<file path="config.mk">
export PLATFORM = sky130hd
export DESIGN_NAME = phy_tx_lane_serializer
export DESIGN_NICKNAME = d
export VERILOG_FILES = /design/src/rtl/phy_pkg.sv /design/src/rtl/phy_tx_train_ctrl.sv /design/src/rtl/phy_tx_lane_serializer.sv
export SDC_FILE = /design/constraint.sdc
export NUM_CORES = 1
export LEC_CHECK = 0
export ABC_CLOCK_PERIOD_IN_PS = 1700
export BUFFER_PORTS_ARGS = -buffer_cell sky130_fd_sc_hd__buf_2
export CAP_MARGIN = 20
export CORE_UTILIZATION = 47
export CTS_CLUSTER_SIZE = 28
export DETAILED_ROUTE_END_ITERATION = 6
export GPL_TIMING_DRIVEN = 0
export PLACE_DENSITY = 0.75
export REMOVE_ABC_BUFFERS = 1
export SLEW_MARGIN = 20
export SYNTH_ARGS = -nofsm -noshare
export SYNTH_HDL_FRONTEND = slang
export SYNTH_SLANG_ARGS = --single-unit
</file>
<file path="constraint.sdc">
create_clock -name clk -period 1.7 [get_ports clk]
set_clock_uncertainty 0.15 [all_clocks]
set_input_delay 0.34 -clock clk [delete_from_list [all_inputs] [get_ports clk]]
set_output_delay 0.34 -clock clk [all_outputs]
set_load 0.02 [all_outputs]
</file>
<file path="src/rtl/phy_pkg.sv">
// Shared definitions for the PHY transmit path: idle symbol, lane FSM states and frame sizing.
package phy_pkg;

  localparam logic [7:0] COM_WORD = 8'hBC;

  typedef enum logic [0:0] {
    StTrain = 1'b0,
    StData  = 1'b1
  } phy_tx_state_t;

  function automatic int unsigned frame_bits(input int unsigned lanes, input int unsigned width);
    return lanes * width;
  endfunction

endpackage

</file>
<file path="src/rtl/phy_tx_train_ctrl.sv">
// Link-training controller: counts all-idle frames after reset or retrain, then opens the link.
module phy_tx_train_ctrl
  import phy_pkg::*;
#(
  parameter int unsigned SYNC_COUNT = 4
) (
  input  logic clk,
  input  logic reset,
  input  logic boundary,
  input  logic train_req,
  output logic link_up,
  output logic accept_en
);

  localparam int unsigned CntW = (SYNC_COUNT > 1) ? $clog2(SYNC_COUNT) : 1;

  phy_tx_state_t   state_q, state_d;
  logic [CntW-1:0] train_cnt_q, train_cnt_d;

  always_comb begin
    state_d     = state_q;
    train_cnt_d = train_cnt_q;
    // State only moves between frames, so a request mid-frame is never seen.
    if (boundary) begin
      unique case (state_q)
        StTrain: begin
          if (train_cnt_q == CntW'(SYNC_COUNT - 1)) begin
            state_d     = StData;
            train_cnt_d = '0;
          end else begin
            train_cnt_d = train_cnt_q + CntW'(1);
          end
        end
        StData: begin
          if (train_req) begin
            state_d     = StTrain;
            train_cnt_d = '0;
          end
        end
        default: state_d = StTrain;
      endcase
    end
  end

  always_ff @(posedge clk or negedge reset) begin
    if (!reset) begin
      state_q     <= StTrain;
      train_cnt_q <= '0;
    end else begin
      state_q     <= state_d;
      train_cnt_q <= train_cnt_d;
    end
  end

  assign link_up   = (state_q == StData);
  assign accept_en = boundary && link_up && !train_req;

endmodule

</file>
<file path="src/rtl/phy_tx_lane_serializer.sv">
// Single-clock lane serializer: packs LANES words into one frame and shifts it out a bit per clk.
module phy_tx_lane_serializer
  import phy_pkg::*;
#(
  parameter int unsigned      LANES      = 4,
  parameter int unsigned      WIDTH      = 8,
  parameter logic [WIDTH-1:0] IDLE_WORD  = WIDTH'(COM_WORD),
  parameter int unsigned      SYNC_COUNT = 4,
  parameter bit               LSB_FIRST  = 1'b0
) (
  input  logic                   clk,
  input  logic                   reset,
  input  logic [LANES*WIDTH-1:0] in_data,
  input  logic [LANES-1:0]       in_valid,
  input  logic                   train_req,
  output logic                   in_ready,
  output logic                   data_out,
  output logic                   frame_sync,
  output logic                   link_up
);

  localparam int unsigned FrameBits = frame_bits(LANES, WIDTH);
  localparam int unsigned CntW      = $clog2(FrameBits);
  // Every lane carries the same idle word, so lane ordering is irrelevant here.
  localparam logic [FrameBits-1:0] IdleFrame = {LANES{IDLE_WORD}};

  logic [FrameBits-1:0] sr_q, sr_d, next_frame;
  logic [CntW-1:0]      bit_cnt_q, bit_cnt_d;
  logic                 boundary;

  assign boundary = (bit_cnt_q == CntW'(FrameBits - 1));

  phy_tx_train_ctrl #(
    .SYNC_COUNT (SYNC_COUNT)
  ) u_train_ctrl (
    .clk       (clk),
    .reset     (reset),
    .boundary  (boundary),
    .train_req (train_req),
    .link_up   (link_up),
    .accept_en (in_ready)
  );

  // The shift register holds the frame in transmit order: lane 0 sits at the head end, and each
  // word's bits are laid out so that a plain shift walks them in the selected bit order.
  for (genvar k = 0; k < LANES; k++) begin : g_lane
    localparam int unsigned Pos = (LSB_FIRST ? k : (LANES - 1 - k)) * WIDTH;
    assign next_frame[Pos +: WIDTH] = (in_ready && in_valid[k]) ? in_data[k*WIDTH +: WIDTH]
                                                                : IDLE_WORD;
  end

  always_comb begin
    sr_d      = LSB_FIRST ? (sr_q >> 1) : (sr_q << 1);
    bit_cnt_d = bit_cnt_q + CntW'(1);
    if (boundary) begin
      sr_d      = next_frame;
      bit_cnt_d = '0;
    end
  end

  always_ff @(posedge clk or negedge reset) begin
    if (!reset) begin
      sr_q      <= IdleFrame;
      bit_cnt_q <= '0;
    end else begin
      sr_q      <= sr_d;
      bit_cnt_q <= bit_cnt_d;
    end
  end

  assign data_out   = LSB_FIRST ? sr_q[0] : sr_q[FrameBits-1];
  assign frame_sync = (bit_cnt_q == '0);

endmodule
</file>
[Yosys cells after proc, flatten, opt, wreduce, memory -nomap -nowiden]
Cells that the tools add are included.
Word-level totals
  bits in latches: 0
  input port bits: 39
  register bits: 40
  RAM bits: 0
  memories: 0
  output and inout bits: 4
  ROM bits: 0
Operators by class
  multiply operators: 0
  divide/modulo/power cells: 0
  eq/ne operators: 3
  shift-type cells: 0
  reductions and logical operators: 9
  order comparisons: 0
  add/sub/neg operators: 2
  bitwise operators: 1
  mux-type cells: 12
Operator list (count)
  32-bit 2-to-1 mux: 1
  8-bit 2-to-1 mux: 4
  1-bit logical AND: 6
  5-bit by 1-bit adder with 5-bit output (second input constant): 1
  5-bit equality test (second input constant): 1
  5-bit zero test: 1
  5-bit 2-to-1 mux: 1
  2-bit 2-to-1 mux: 2
  2-bit one-hot mux with 2 select lines: 1
  2-bit by 1-bit adder with 2-bit output (second input constant): 1
  2-bit equality test (second input constant): 1
  1-bit 2-to-1 mux: 2
  2-bit != test (second input constant): 1
  1-bit one-hot mux with 2 select lines: 1
  2-bit AND reduction: 1
  1-bit zero test: 1
  1-bit inverter: 1

[Depth between registers and ports, before layout]
Gate-level depths: netlist (run 1).
  depth in word-level cells: 6
  depth in mapped cells: 7
  mapped depth without buffers: 6

[Cells and area by module]
Synthesis (run 1) repeated with hierarchy kept, for this count alone.
Unflattened totals
  cell total of the unflattened synthesis: 173
  area, all modules: 1739.2 um^2
By module, submodules not included
  phy_tx_lane_serializer: sequential area each 950.9 um^2, instances 1, area each 1592.8 um^2, cells each 160
  phy_tx_train_ctrl: sequential area each 75.1 um^2, instances 1, area each 146.4 um^2, cells each 13

[Least setup slack after synthesis (run 1)]
No wires, ideal clock.
  path type: flip-flop to output port
  start: reg bit_cnt_q[0]
  end: out in_ready
  required time: 1.210 ns
  setup slack: -0.079 ns
  stages on the path, launching flop included: 7
  data arrival time: 1.289 ns
  cell sequence: dfrtp_1 > ha_1 > and3_1 > ha_1 > buf_6 > nand2_1 > nor2_1
On the way
  word-level cells in the longest chain between the ends: 3
RTL lines
  start, declared: RTL line phy_tx_lane_serializer.sv:28  | logic [CntW-1:0] bit_cnt_q, bit_cnt_d;
  start signal, assigned: RTL line phy_tx_lane_serializer.sv:67  | bit_cnt_q <= bit_cnt_d;
  5-bit equality test: RTL line phy_tx_lane_serializer.sv:31  | assign boundary = (bit_cnt_q == CntW'(FrameBits - 1));
  1-bit logical AND (2 in a row): RTL line phy_tx_train_ctrl.sv:56  | assign accept_en = boundary && link_up && !train_req;
  end, declared: RTL line phy_tx_lane_serializer.sv:16  | output logic in_ready,
Every way passes these cells.

[Worst setup path in the final report (run 1)]
  start: reg bit_cnt_q[1]
  end: out in_ready
Same word-level chain as after synthesis.

==> results of run 1 <==
-- power by group --
part           leakage (nW)  internal, W  switching [W]  total (W)
Clock                0.0510     0.000323       0.000310   0.000633
Sequential            0.461     0.000975     0.00000859   0.000983
Combinational         0.518    0.0000481      0.0000598   0.000108
-- through the flow --
step            util  TNS (ps)  std cells
6_report       0.642     -3100        266
5_1_grt        0.642     -4710        266
4_1_cts        0.618     -3340        264
3_5_place_dp   0.565     -6200        252
3_3_place_gp   0.559    -50780        251
2_1_floorplan      -    -31220        163
-- repair_timing --
item / CTS / global route
resized for setup: 8 / 16
endpoints found under the setup margin: 34 / 33
pin swaps: 0 / 2
setup buffers: 3 / 2
gates cloned: 1 / 0
-- metal layers --
metal / wire length (um) / up-vias / global-route usage
met1: 1500 / 656 / 0.232
met5: 0 / - / 0
met4: 80 / 0 / 0.108
met2: 1700 / 30 / 0.330
li1: - / 651 / -
met3: 133 / 7 / 0.0456
-- placed cells by master (no fill, tap or decap) --
master / synthesis / routed
a21oi_1: 21 / 11
a21oi_2: 0 / 10
a22o_1: 2 / 2
a31oi_1: 1 / 1
and3_1: 2 / 1
and3_4: 0 / 1
buf_12: 0 / 1
buf_2: 4 / 41
buf_4: 0 / 4
buf_6: 5 / 2
bufbuf_16: 0 / 1
clkbuf_8: 0 / 6
clkinv_2: 0 / 2
dfrtp_1: 20 / 19
dfrtp_2: 0 / 1
dfstp_2: 20 / 20
ha_1: 4 / 2
ha_2: 0 / 1
ha_4: 0 / 1
inv_1: 14 / 14
nand2_1: 12 / 11
nand2_4: 0 / 1
nand3_1: 1 / 1
nand3b_2: 3 / 3
nand3b_4: 1 / 1
nor2_1: 45 / 44
nor2_4: 0 / 1
nor2b_1: 2 / 2
nor4b_2: 0 / 1
o21ai_1: 1 / 1
o22ai_1: 11 / 9
o22ai_2: 0 / 2
xnor2_1: 1 / 1
xor2_1: 1 / 1
-- cell type report --
cell class              count  area, sq um
multi-input cells         109          668
well taps                  46         57.6
inverters                  14         52.6
repair buffers             49          310
clock buffers               6         82.6
flip-flops and latches     40         1030
fillers                   298         1230
clock inverters             2         10.0
-- critical path, delay by kind of cell, from the launching register on --
family                   cells  cell delay, ps
AND/OR/NAND/NOR              3             360
buffers and inverters        1             120
flip-flops                   1             360
adder cells (fa/ha/maj)      2             330
-- sequential cells by signal (all words and copies together), names as in the netlist --
register and count:
u_train_ctrl.link_up 1, sr_q 32, u_train_ctrl.train_cnt_q 2, bit_cnt_q 5
-- path summary, 6_finish.rpt --
check,end,depth (start not counted)
hold reg to reg,sr_q[28],2
setup / recovery,in_ready,6
max in group asynchronous,u_train_ctrl.link_up,1
min in group clk,sr_q[30],3
hold / removal,bit_cnt_q[1],1
setup reg to reg,sr_q[8],6
-- logic make-up after synthesis --
family,after synthesis,synth area share
and+or+nand+nor,67,0.177
DFF,40,0.592
AOI/OAI and AO/OA,36,0.117
buffers and inverters,23,0.0744
adders and majority gates,4,0.0289
xor gates and xnor gates,2,0.0101
==> metrics, run 1 <==
Initial Utilization=0.503; dpl cell area=1950 sq um; largest area contributor in the netlist=dfstp_2; R2R Setup Slk=-150 ps; DR WL/cell=12.8 um; Post-Synthesis Cells=172; Post-synth ARST share=1.00; DP Worst Slack=-385 ps; drt first pass iters=4; final WL=3420 um; H-tree depth=2; Root Driver=clkbuf_8; Layout Nets=262; crit path max fanout=2; Routability Congestion=0.711; Post-CTS Hold Buffers=0; final critical-path required period=1950 ps; launching element type of the critical path=flip-flop; Distinct cells, synth=21; DRT iter0 DRCs=41; Die Y-Extent=62.7 um; most instantiated cells after synthesis=45 x nor2_1, 21 x a21oi_1, 20 x dfrtp_1, 20 x dfstp_2, 14 x inv_1; worst-path cell chain=ha_2 > and3_4 > ha_4 > nand2_4 > nor2_4 > buf_6; Setup crit start=bit_cnt_q[1]; initial antenna violation count=0; Max-slew headroom=0.442; Yosys warnings=0; failing checks=hold timing, setup timing; power per cell area=781 nW/um^2; CP max-delay cell=dfrtp_1; Max clock buf depth=2; I/O Buffers=42; sequential area share after synthesis=0.592; outcome=finished, violations left; number of synthesized flops with an enable pin=0; first-pass GRT wire length=5760 um; Worst VDD drop=0.440 mV; CP Class=reg2out; arrival time of the worst setup path=1460 ps; Worst EP required=1210 ps; Tot Pwr=0.00172 W; I/O pin cnt=43; GRT Residual Overflow=0; CTS clk-pin slew, worst paths=70 ps; die area=3930 sq um; CTS tree=yes; number of global-route vias before repair=1322; Chip Width=62.7 um; Max-Cap Viols=0; clock buffer count from CTS=5; pin count of the biggest net entering global routing=41; Netlist Area Pre-Place=1730 sq um; Worst-Skew Late Latency=290 ps; FP Rows=21; fin crit share=1.15; count of state elements after synthesis=40; setup slack after layout=-247 ps; GR Util All Layers=0.197; Peak Freq=514 MHz; synth top area cells=dfstp_2 30%, dfrtp_1 29%, nor2_1 9.8%, a21oi_1 6.1%, o22ai_1 4.0%; RSZ-0062 raised after global routing=yes; Final Max Slew Viols=0; top_reg_cell synth=dfstp_2; final non-filler cell area=2210 sq um; vias per inst=5.05; Core ar.=3440 sq um; drc violations=0; type of the tightest min-delay check=in2async; critical path's largest stage delay=360 ps; Slew @ Worst Pin=837 ps; most frequent cell after synthesis=nor2_1; Pleak=1.03 nW; P&R area growth vs syn=27.5%; Critical R2R Launch=bit_cnt_q[1]; syn avg cell area=10.1 sq um; share of the synthesized area in the top cell type=0.303; post-route ant nets=0; Antenna diodes=0; final setup violating endpoints=28; Critical Path Sink Type=primary output; DP Wirelength=1970 um; share of layout cells above drive strength 1=0.455; Fin Hold WS=-0.913 ps; Final Hold Fails=3; TritonCTS sink count=40; via count=1344
Power figures use the tool's default switching activity.
==> inputs of run 2 (changes only) <==
Settings changed: CORE_ASPECT_RATIO set to 0.7.
==> run 2 against run 1 <==
The flow finishes with violations (setup timing). Fmax fell by 4.9%. Register-to-register slack lost 110 ps. Final cell count rose by 6.0%. Flip-flop and latch count unchanged. Total power grew 8.9%. Design area rose by 27%. Combinational power increased by 19%. First-iteration DRC count up 15%. Sequential share of layout area down 9.9 points. Sequential power up 0.6%. Highest routed layer unchanged.
==> metrics, run 2 (synthesis gave the netlist of run 1 again) <==
clock buffer count from CTS=5 (unchanged); Critical Path Sink Type=primary output (unchanged); Slew @ Worst Pin=863 ps (was 837 ps); Reg with most FFs=sr_q (unchanged); P&R area growth vs syn=62.1% (was 27.5%); Critical R2R Launch=bit_cnt_q[1] (unchanged); arrival time of the worst setup path=1560 ps (was 1460 ps); R2R Setup Slk=-260 ps (was -150 ps); Initial Utilization=0.493 (was 0.503); crit path max fanout=2 (unchanged); final core utilization=0.799 (was 0.642); share of layout cells above drive strength 1=0.681 (was 0.455); commonest cells after routing, fill and taps aside=40 x buf_2, 25 x nor2_1, 20 x nor2_4, 20 x dfstp_2, 19 x dfrtp_1 (was 44 x nor2_1, 41 x buf_2, 20 x dfstp_2); failing checks=setup timing (was hold timing, setup timing); TritonCTS sink count=40 (unchanged); type of the tightest min-delay check=in2async (unchanged); number of global-route vias before repair=1401 (was 1322); biggest regs=sr_q x32, bit_cnt_q x5, u_train_ctrl.train_cnt_q x2 (unchanged); launching element type of the critical path=flip-flop (unchanged); power per cell area=669 nW/um^2 (was 781 nW/um^2); Max-Cap Viols=0 (unchanged); CP Class=reg2out (unchanged); final setup violating endpoints=40 (was 28); drc violations=0 (unchanged); RSZ-0062 raised after global routing=yes (unchanged); GRT Residual Overflow=0 (unchanged); Die Y-Extent=52.8 um (was 62.7 um); GR Util All Layers=0.236 (was 0.197); fin crit share=1.20 (was 1.15); final critical-path required period=2050 ps (was 1950 ps); initial antenna violation count=0 (unchanged); H-tree depth=2 (unchanged); Antenna diodes=0 (unchanged); Chip Width=74.6 um (was 62.7 um); Max clock buf depth=2 (unchanged); DR WL/cell=15.7 um (was 12.8 um); number of flip-flops under the largest register name=32 (unchanged); die area=3940 sq um (was 3930 sq um); reg2reg path depth=10 (was 6); most common cell after layout, fill and taps aside=buf_2 (was nor2_1); pin count of the biggest net entering global routing=41 (unchanged); Peak Freq=488 MHz (was 514 MHz); first-pass GRT wire length=6530 um (was 5760 um); final WL=4440 um (was 3420 um); Post-CTS Hold Buffers=0 (unchanged); DP Wirelength=1930 um (was 1970 um); DP Worst Slack=-686 ps (was -385 ps); Setup crit start=bit_cnt_q[1] (unchanged); CTS clk-pin slew, worst paths=80 ps (was 70 ps); Worst VDD drop=0.555 mV (was 0.440 mV); I/O Buffers=42 (unchanged); setup slack after layout=-348 ps (was -247 ps); Core ar.=3510 sq um (was 3440 sq um); FP Rows=18 (was 21); I/O pin cnt=43 (unchanged); Routability Congestion=0.687 (was 0.711); Max-slew headroom=0.424 (was 0.442); Final Max Slew Viols=0 (unchanged); via count=1426 (was 1344); Worst-Skew Late Latency=290 ps (about the same); Root Driver=clkbuf_8 (unchanged); Final Hold Fails=0 (was 3); vias per inst=5.06 (was 5.05); Worst EP required=1210 ps (about the same); R2R Path End=sr_q[14] (was sr_q[8]); DRT iter0 DRCs=47 (was 41); outcome=finished, violations left (unchanged); Layout Nets=274 (was 262); drt first pass iters=4 (unchanged); CTS tree=yes (unchanged); Pleak=1.25 nW (was 1.03 nW); post-route ant nets=0 (unchanged)
## run 2: cell count changes in the layout (fill, tap and decap cells not counted), sizes merged
cell / delta
bufbuf: -1
bufinv: +1
clkinv: -1
buf: +13
## run 2: worst max path at each step
stage	endpoint	slack, ps
5_1_grt	in_ready	-400
6_report	in_ready	-350
4_1_cts	in_ready	-350
3_3_place_gp	in_ready	-1670
2_1_floorplan	in_ready	-1190
3_5_place_dp	in_ready	-690
## run 2: timing repair
action                     4_1_cts  5_1_grt
pin swaps                       25       14
setup endpoints to repair       39       40
gates resized for setup         83       40
buffers inserted                12        3
gates cloned                     7        0
## run 2: cell type report
type | instances | area [sq um]
flip-flops and latches | 40 | 1030
inverters | 14 | 52.6
fillers | 223 | 707
clock buffers | 6 | 72.6
multi-input cells | 109 | 991
repair buffers | 61 | 566
well taps | 50 | 62.6
clock inverters | 2 | 35.0
## run 2: worst max-delay path, cell delays in order (launching register included)
cell	delay, ps
dfrtp_1	390
ha_2	190
and3_4	190
ha_4	160
buf_12	120
nand2_4	50
nor2_4	40
buf_6	130
## run 2: per-stage QoR
stage	hold slack (ps)	instance area, sq um	setup TNS, ps	std cells	total power, W
floorplan	-106	1660	-31220	163	0.00103
global placement	311	1930	-52240	255	0.00110
detailed placement	316	1950	-7380	256	0.00110
CTS	29.0	2680	-4810	283	0.00188
global route	63.4	2810	-10180	282	0.00194
finish	10.5	2810	-8200	282	0.00188
## run 2: report_power, final
group	leakage [nW]	switching [W]	internal, W
Clock	0.0552	0.000323	0.000436
Sequential	0.461	0.0000143	0.000975
Combinational	0.732	0.0000706	0.0000588
## run 2: metal layers
layer | GRT usage | vias to the layer above | share of wire
li1 | - | 687 | -
met1 | 0.310 | 689 | 0.45
met2 | 0.401 | 46 | 0.50
met3 | 0.0462 | 4 | 0.050
met4 | 0.0629 | 0 | 0.0061
met5 | 0 | - | 0
==> inputs of run 3 (changes only) <==
Settings changed: MAX_ROUTING_LAYER set to met4.
==> run 3 against run 2 <==
The flow still finishes with violations (setup timing). Utilization did not move. Via count fell by 0.21%. Non-clock buffer count did not move. Critical endpoint unchanged.
==> metrics, run 3 (synthesis gave the netlist of run 1 again) <==
outcome=finished, violations left (unchanged); failing checks=setup timing (unchanged); final WL=4430 um (was 4440 um); Clk pwr share=0.404 (about the same); I/O pin cnt=43 (unchanged); via count=1423 (was 1426); Initial Utilization=0.493 (unchanged); Max-Cap Viols=0 (unchanged); vias per inst=5.05 (was 5.06); Critical Path Sink Type=primary output (unchanged); power per cell area=669 nW/um^2 (about the same); crit path max fanout=2 (unchanged); drt first pass iters=4 (unchanged); pin count of the biggest net entering global routing=41 (unchanged); I/O Buffers=42 (unchanged); dpl cell area=1950 sq um (unchanged); FP Rows=18 (unchanged); Routability Congestion=0.694 (was 0.687); CTS clk-pin slew, worst paths=80 ps (about the same); final critical-path required period=2050 ps (about the same); Layout Nets=274 (unchanged); launching element type of the critical path=flip-flop (unchanged); met1 Use GR=0.313 (was 0.310); final non-filler cell area=2810 sq um (unchanged); GR Util met2=0.399 (was 0.401); first-pass GRT wire length=6540 um (was 6530 um); number of global-route vias before repair=1402 (was 1401); Switch Pwr=0.000408 W (about the same); drc violations=0 (unchanged); final setup violating endpoints=40 (unchanged); TritonCTS sink count=40 (unchanged); Peak Freq=488 MHz (about the same); grt met3 use=0.0462 (unchanged); fin crit share=1.20 (about the same); GRT Residual Overflow=0 (unchanged); Die Y-Extent=52.8 um (unchanged); arrival time of the worst setup path=1560 ps (about the same); sequential cell fraction of total power=0.527 (about the same); CP Class=reg2out (unchanged); multi-input logic area=991 sq um (unchanged); biggest regs=sr_q x32, bit_cnt_q x5, u_train_ctrl.train_cnt_q x2 (unchanged); DP Worst Slack=-686 ps (unchanged); Pleak=1.25 nW (unchanged); sw frac=0.217 (about the same); Reg with most FFs=sr_q (unchanged); Reg area=1030 sq um (unchanged); Worst EP required=1210 ps (about the same); worst-path cell chain=ha_2 > and3_4 > ha_4 > buf_12 > nand2_4 > nor2_4 > buf_6 (unchanged); H-tree depth=2 (unchanged); Chip Width=74.6 um (unchanged); fillers=223 (unchanged); RSZ-0062 raised after global routing=yes (unchanged); CP max-delay cell=dfrtp_1 (unchanged); Max-slew headroom=0.428 (was 0.424); GR Util All Layers=0.243 (was 0.236); critical path's largest stage delay=390 ps (about the same); Core ar.=3510 sq um (unchanged); Worst VDD drop=0.555 mV (about the same); internal power=0.00147 W (unchanged); Final Hold Fails=0 (unchanged); share of total power in combinational logic=0.069 (about the same); Slew @ Worst Pin=859 ps (was 863 ps); DRT iter0 DRCs=49 (was 47); commonest cells after routing, fill and taps aside=40 x buf_2, 25 x nor2_1, 20 x nor2_4, 20 x dfstp_2, 19 x dfrtp_1 (unchanged); Max clock buf depth=2 (unchanged); Worst-Skew Late Latency=290 ps (about the same); number of flip-flops under the largest register name=32 (unchanged); Root Driver=clkbuf_8 (unchanged); GR peak layer=met2 (unchanged); CTS tree=yes (unchanged); most common cell after layout, fill and taps aside=buf_2 (unchanged); post-route ant nets=0 (unchanged); Antenna diodes=0 (unchanged); crit path buf inv count=2 (unchanged); DP Wirelength=1930 um (unchanged); initial antenna violation count=0 (unchanged); P&R area growth vs syn=62.1% (unchanged); share of layout cells above drive strength 1=0.681 (unchanged); setup slack after layout=-348 ps (about the same); type of the tightest min-delay check=in2async (unchanged); final core utilization=0.799 (unchanged); DR WL/cell=15.7 um (about the same); Final Max Slew Viols=0 (unchanged); die area=3940 sq um (unchanged); clock buffer count from CTS=5 (unchanged); delay-heaviest family, CP=flip-flops (unchanged)
==> run 3: power groups by stage <==
| stage | clock network [W] | registers (W) | logic (W) |
|---|---|---|---|
| 2_1_floorplan | 0 | 0.00100 | 0.0000287 |
| 3_3_place_gp | 0 | 0.000998 | 0.000103 |
| 3_5_place_dp | 0 | 0.000999 | 0.000103 |
| 4_1_cts | 0.000776 | 0.000986 | 0.000120 |
| 5_1_grt | 0.000806 | 0.000990 | 0.000143 |
| 6_report | 0.000759 | 0.000989 | 0.000129 |
==> run 3: metal layers <==
metal,vias up,share of wire
met5,-,0
met4,0,0.0061
met3,4,0.052
met2,50,0.50
met1,682,0.45
li1,687,-
==> run 3: worst register-to-register path: stages (launching register included) <==
cell	delay, ps
dfrtp_1	390
ha_2	200
and3_4	190
ha_4	160
buf_4	130
buf_6	100
buf_8	110
buf_12	140
buf_16	160
nand2_4	50
o22ai_1	50
==> run 3: stage by stage <==
stage	hold WS (ps)	setup TNS [ps]	cells	total power, W
after floorplan	-106	-31220	163	0.00103
after detailed placement	316	-7380	256	0.00110
after CTS	29.0	-4810	283	0.00188
after global placement	311	-52240	255	0.00110
final	4.71	-8200	282	0.00188
after global routing	63.4	-10190	282	0.00194
==> run 3: path summary, 6_finish.rpt <==
check / cells after the start / start / slack, ps / end
max: 7 / bit_cnt_q[1] / -350 / in_ready
min: 1 / reset / 5 / bit_cnt_q[3]
max reg2reg: 10 / bit_cnt_q[1] / -260 / sr_q[14]
min reg2reg: 2 / sr_q[12] / 350 / sr_q[13]
max in group asynchronous: 1 / reset / 800 / u_train_ctrl.link_up
min in group clk: 2 / in_data[24] / 140 / sr_q[0]
==> run 3: area by class of cell <==
| class | count | area share |
|---|---|---|
| clock inverters | 2 | 0.0125 |
| well taps | 50 | 0.0223 |
| repair buffers | 61 | 0.202 |
| clock buffers | 6 | 0.0259 |
| flip-flops and latches | 40 | 0.366 |
| multi-input cells | 109 | 0.353 |
| inverters | 14 | 0.0187 |
==> run 3: repair_timing <==
item | CTS | global route
pin swaps | 25 | 14
resized for setup | 83 | 40
gates cloned | 7 | 0
setup buffers | 12 | 3
hold buffers | 0 | 0
endpoints found under the hold margin | 0 | 0
endpoints found under the setup margin | 39 | 40
